$ cat src/rtl/div_n.sv
// Sequential restoring divider: one quotient bit per clock, MSB first, IDLE/CALC/FIN control.
// Optional macro DIV_SIGNED_EN adds the sgn port and truncating two's-complement division.
module div_n #(
  parameter int WIDTH = 8,
  parameter int CW    = $clog2(WIDTH + 1)
) (
  input  logic             clk,
  input  logic             rst,
  input  logic             start,
  input  logic [WIDTH-1:0] src1,
  input  logic [WIDTH-1:0] src2,
`ifdef DIV_SIGNED_EN
  input  logic             sgn,
`endif
  output logic [WIDTH-1:0] Q,
  output logic [WIDTH-1:0] R,
  output logic             done,
  output logic             busy,
  output logic             dz
);

  // Handshake: start is taken only when busy=0 (IDLE, which includes the done
  // cycle); done pulses for one cycle and Q/R/dz hold until the next done.
  typedef enum logic [1:0] {IDLE, CALC, FIN} state_t;

  state_t           state;
  logic [WIDTH-1:0] dvd;
  logic [WIDTH-1:0] dvs;
  logic [WIDTH-1:0] rem;
  logic [CW-1:0]    cnt;
  logic             zero;
  logic             fin_wait;

  logic [WIDTH:0]   shifted;
  logic [WIDTH:0]   diff;
  logic [WIDTH-1:0] mag1;
  logic [WIDTH-1:0] mag2;
  logic [WIDTH-1:0] q_fin;
  logic [WIDTH-1:0] r_fin;

  // rem < dvs always holds, so WIDTH+1 bits are enough and diff[WIDTH] is the sign.
  assign shifted = {rem, dvd[WIDTH-1]};
  assign diff    = shifted - {1'b0, dvs};
  assign busy    = (state != IDLE);

`ifdef DIV_SIGNED_EN
  logic neg_q;
  logic neg_r;

  always_comb begin
    mag1  = (sgn && src1[WIDTH-1]) ? -src1 : src1;
    mag2  = (sgn && src2[WIDTH-1]) ? -src2 : src2;
    q_fin = neg_q ? -dvd : dvd;
    r_fin = neg_r ? -rem : rem;
  end

  always_ff @(posedge clk or posedge rst) begin
    if (rst) begin
      neg_q <= 1'b0;
      neg_r <= 1'b0;
    end else if (state == IDLE && start) begin
      neg_q <= sgn & (src1[WIDTH-1] ^ src2[WIDTH-1]);
      neg_r <= sgn & src1[WIDTH-1];
    end
  end
`else
  always_comb begin
    mag1  = src1;
    mag2  = src2;
    q_fin = dvd;
    r_fin = rem;
  end
`endif

  always_ff @(posedge clk or posedge rst) begin
    if (rst) begin
      state    <= IDLE;
      dvd      <= '0;
      dvs      <= '0;
      rem      <= '0;
      cnt      <= '0;
      zero     <= 1'b0;
      fin_wait <= 1'b0;
      Q        <= '0;
      R        <= '0;
      dz       <= 1'b0;
      done     <= 1'b0;
    end else begin
      done <= 1'b0;
      case (state)
        IDLE: begin
          if (start) begin
            cnt  <= '0;
            rem  <= '0;
            dvs  <= mag2;
            zero <= (src2 == '0);
            if (src2 == '0) begin
              // Raw dividend kept for R; one wait cycle in FIN sets the zero-path latency.
              dvd      <= src1;
              fin_wait <= 1'b1;
              state    <= FIN;
            end else begin
              dvd   <= mag1;
              state <= CALC;
            end
          end
        end
        CALC: begin
          dvd <= {dvd[WIDTH-2:0], ~diff[WIDTH]};
          rem <= diff[WIDTH] ? shifted[WIDTH-1:0] : diff[WIDTH-1:0];
          cnt <= cnt + CW'(1);
          if (cnt == CW'(WIDTH - 1)) state <= FIN;
        end
        FIN: begin
          if (fin_wait) begin
            fin_wait <= 1'b0;
          end else begin
            done  <= 1'b1;
            dz    <= zero;
            Q     <= zero ? '1 : q_fin;
            R     <= zero ? dvd : r_fin;
            state <= IDLE;
          end
        end
        default: state <= IDLE;
      endcase
    end
  end

endmodule

$ cat config.mk
export PLATFORM = sky130hd
export DESIGN_NAME = div_n
export DESIGN_NICKNAME = d
export VERILOG_FILES = /design/src/rtl/div_n.sv
export SDC_FILE = /design/constraint.sdc
export NUM_CORES = 1
export LEC_CHECK = 0
export BUFFER_PORTS_ARGS = -buffer_cell sky130_fd_sc_hd__buf_2
export CORE_ASPECT_RATIO = 1.5
export CORE_MARGIN = 8
export CORE_UTILIZATION = 60
export CTS_BUF_LIST = sky130_fd_sc_hd__clkbuf_8
export DETAILED_ROUTE_END_ITERATION = 7
export PLACE_DENSITY = 0.83
export SYNTH_ARGS = -nofsm -noshare
export SYNTH_HDL_FRONTEND = slang
export SYNTH_SLANG_ARGS = --single-unit
$ cat constraint.sdc
create_clock -name clk -period 3.88 [get_ports clk]
set_input_delay 0.776 -clock clk [delete_from_list [all_inputs] [get_ports clk]]
set_output_delay 0.776 -clock clk [all_outputs]
set_load 0.005 [all_outputs]
==> impl_metrics.ini <==
[placed_design]
hpwl_um = 3770
io_buffers = 37
preCtsSetupSlack_ns = 1.29
gp_congestion = 0.870

[critical_path]
reg2reg_to = r_fin[0]
worstSetupPathType = flop to flop
rr_startpoint = dvd[7]
cpPeakStageDelay_ns = 0.42
critPathLaunchType = flop
cp_cell_sequence = inv_1 -> ha_1 -> inv_1 -> fa_1 -> a211oi_2 -> nor3_1 -> mux2i_1 -> o2111a_2 -> mux2_4 -> o21ai_2
cp_max_fo = 11
r2r_cells = 10
cp_common_cell = inv_1
cpMaxStageDelayCell = fa_1
required_ns = 4.10
crit_arrival_ns = 2.84
endpoint_kind = flop
r2r_setup_slack_ns = 1.26

[global_routing]
antenna_found_initial = 0
grt_overflow = 0
grt_use_total_pct = 17.2
first_global_vias = 1952
grt_max_degree = 51
grt_pass1_wl_um = 8770

[route]
wl_per_cell_um = 15.3
avgViaCountPerCell = 5.82
routed-wl-met3_um = 298
wl_um = 5220
highest-signal-layer = met4
dr_wl_met2_um = 2750
vias = 1983
drt-met1-wl_um = 2080
drc = 0
drt-initial-drc-count = 101
drt.antenna.violating_nets = 0
first_pass_iters = 4

[power_and_ir_drop]
p_sw_mw = 1.07
ir_drop_v = 0.000713
pwr-share-clk_pct = 13.9
power_density_nw_per_um2 = 940
p_seq_share_pct = 35.4
p_leak_nw = 1.34
swShare_pct = 40.6
combPwrFrac_pct = 50.7
internal_power_mw = 1.56

[finish]
layout-drive-gt1-share_pct = 19.3
antenna_cells = 0
num-nets-final = 325
multi_input_area_um2 = 1140
area_delta_synth_final_pct = 12.4
regArea_um2 = 1250
n_fill_cell = 333

[synth]
synth_warnings = 0
syn-num-nets = 292
synth_cell_types = 38
yosysSeqAreaShare_pct = 50.3
synth_seq_cells = 50
synth_edf_count = 0
synth_ff_type = dfrtp_1
syn_area_um2 = 2490
synth-async-reset-ratio_pct = 100
netlist_instances = 263
netlist.area_leader.share_pct = 50.3
yosysTopAreaCell = dfrtp_1
syn_avg_cell_area_um2 = 9.47
synth_area_leaders = dfrtp_1 (50%), nor2_1 (6.5%), mux2i_1 (5.6%), ha_1 (4.5%), a21oi_1 (4.4%)

[timing]
setup_tns_ns = 0
hold_viol = 0
skew_ns = 0.00610
max_slew.worst_pin.slew_ns = 1.01
fmax_mhz = 381
setup_slack_ns = 1.26
fin_crit_sh_pct = 67.6
rsz0062_at_grt = no
post-route-min-period_ns = 2.62
finalMaxSlewViolations = 0
slew_headroom_pct = 32.7
finalSetupViolCount = 0

[worst_hold_path]
worstHoldStart = R[6]
hp-class = flop to flop
min_to = R[6]
whs_path_depth = 2

[clocking]
insertion_delay_ns = 0.30
cts_buffers = 5
cts_setup_buffers = 0
root_buffer = clkbuf_8
cts_hold_buf = 0
cts_tree = yes
htreeDepth = 2
cts_sinks = 50
cts_resized = 0
clk_pin_slew_ns = 0.09
clockBufferDepth = 2

[die]
fp.dieW_um = 68.6
ios = 38
initial_core_util_pct = 62.9
die-area_um2 = 6510
die_y_um = 94.9
core_um2 = 3960
rows = 28

[run]
cap_viol_max_count = 0

[status]
status = finished clean
## worst max-delay path: cells and delay by family, from the launching register on
family                   cells  cell delay, ns
AO/OA/AOI/OAI                3            0.79
adder cells (fa/ha/maj)      2            0.60
buffers and inverters        2            0.16
flip-flops                   1            0.40
multiplexers                 2            0.49
AND/OR/NAND/NOR              1            0.10
## registers in the layout, indices dropped and copies added, names as in the netlist
signal / flops
done: 1
zero: 1
cnt: 4
state: 2
R: 8
fin_wait: 1
dvs: 8
dz: 1
Q: 8
dvd: 8
r_fin: 8
## cells in the mapped netlist (all sizes together) (5+ instances only)
library cell,count
nand2b,6
xor2,5
dfrtp,50
o21ai,26
nand3,6
mux2i,14
nor2,43
clkbuf,6
inv,10
nand2,22
o22ai,7
a21oi,22
buf,7
ha,9
## cells in the final DEF, fill, tap and decap left out, drive strengths merged, types with 7 or more instances in the layout
cell type,instances
dfrtp,50
nor2,43
o21ai,26
nand2,22
mux2i,14
o22ai,7
a21oi,22
buf,39
ha,9
inv,10
## metal layers
metal  global-route usage, %  vias to the layer above
li1                        -                      967
met1                    19.5                      963
met2                    29.9                       44
met3                    3.80                        9
met4                    7.03                        0
met5                       0                        -
## logic make-up after synthesis
| group | count (synthesis) | share of synthesized area (%) |
|---|---|---|
| flops | 50 | 50.3 |
| xor+xnor | 6 | 2.11 |
| simple gates | 91 | 16.0 |
| mux | 16 | 6.68 |
| buf+inv | 23 | 4.02 |
| compound gates | 67 | 15.6 |
| fa+ha+maj | 10 | 5.33 |
## stage by stage
step	instances	instance area, um^2	total power, mW	util, %	hold WS [ns]
after CTS	341	2800	2.65	70.7	0.525
after global placement	334	2690	2.20	67.9	0.475
after global routing	341	2800	2.87	70.7	0.538
after floorplan	263	2490	1.95	-	0.450
after detailed placement	334	2690	2.25	67.9	0.490
final	341	2800	2.63	70.7	0.521
## how the worst max path moves through the flow
stage                    end  cells after the start  startpoint
finish              r_fin[0]                     10      dvd[7]
global route        r_fin[2]                     10      dvd[7]
CTS                 r_fin[0]                     10      dvd[7]
detailed placement  r_fin[0]                     10      dvd[7]
global placement    r_fin[0]                     10      dvd[7]
floorplan           r_fin[1]                     11      dvd[7]
## final cells by class
type                       instances  area share, %
multi-input combinational        190           40.8
clock inverter                     1           1.07
tap                               45           2.01
timing repair buffer              39           7.15
inverter                          10           1.34
sequential                        50           44.7
clock buffer                       6           2.95
## power groups by stage
stage	combinational, mW	sequential (mW)	clock, mW
after floorplan	1.05	0.904	0
after global placement	1.27	0.928	0
after detailed placement	1.31	0.941	0
after CTS	1.34	0.931	0.374
final	1.34	0.931	0.366
after global routing	1.52	0.962	0.391
No activity file was read; power rests on OpenSTA's default activity.
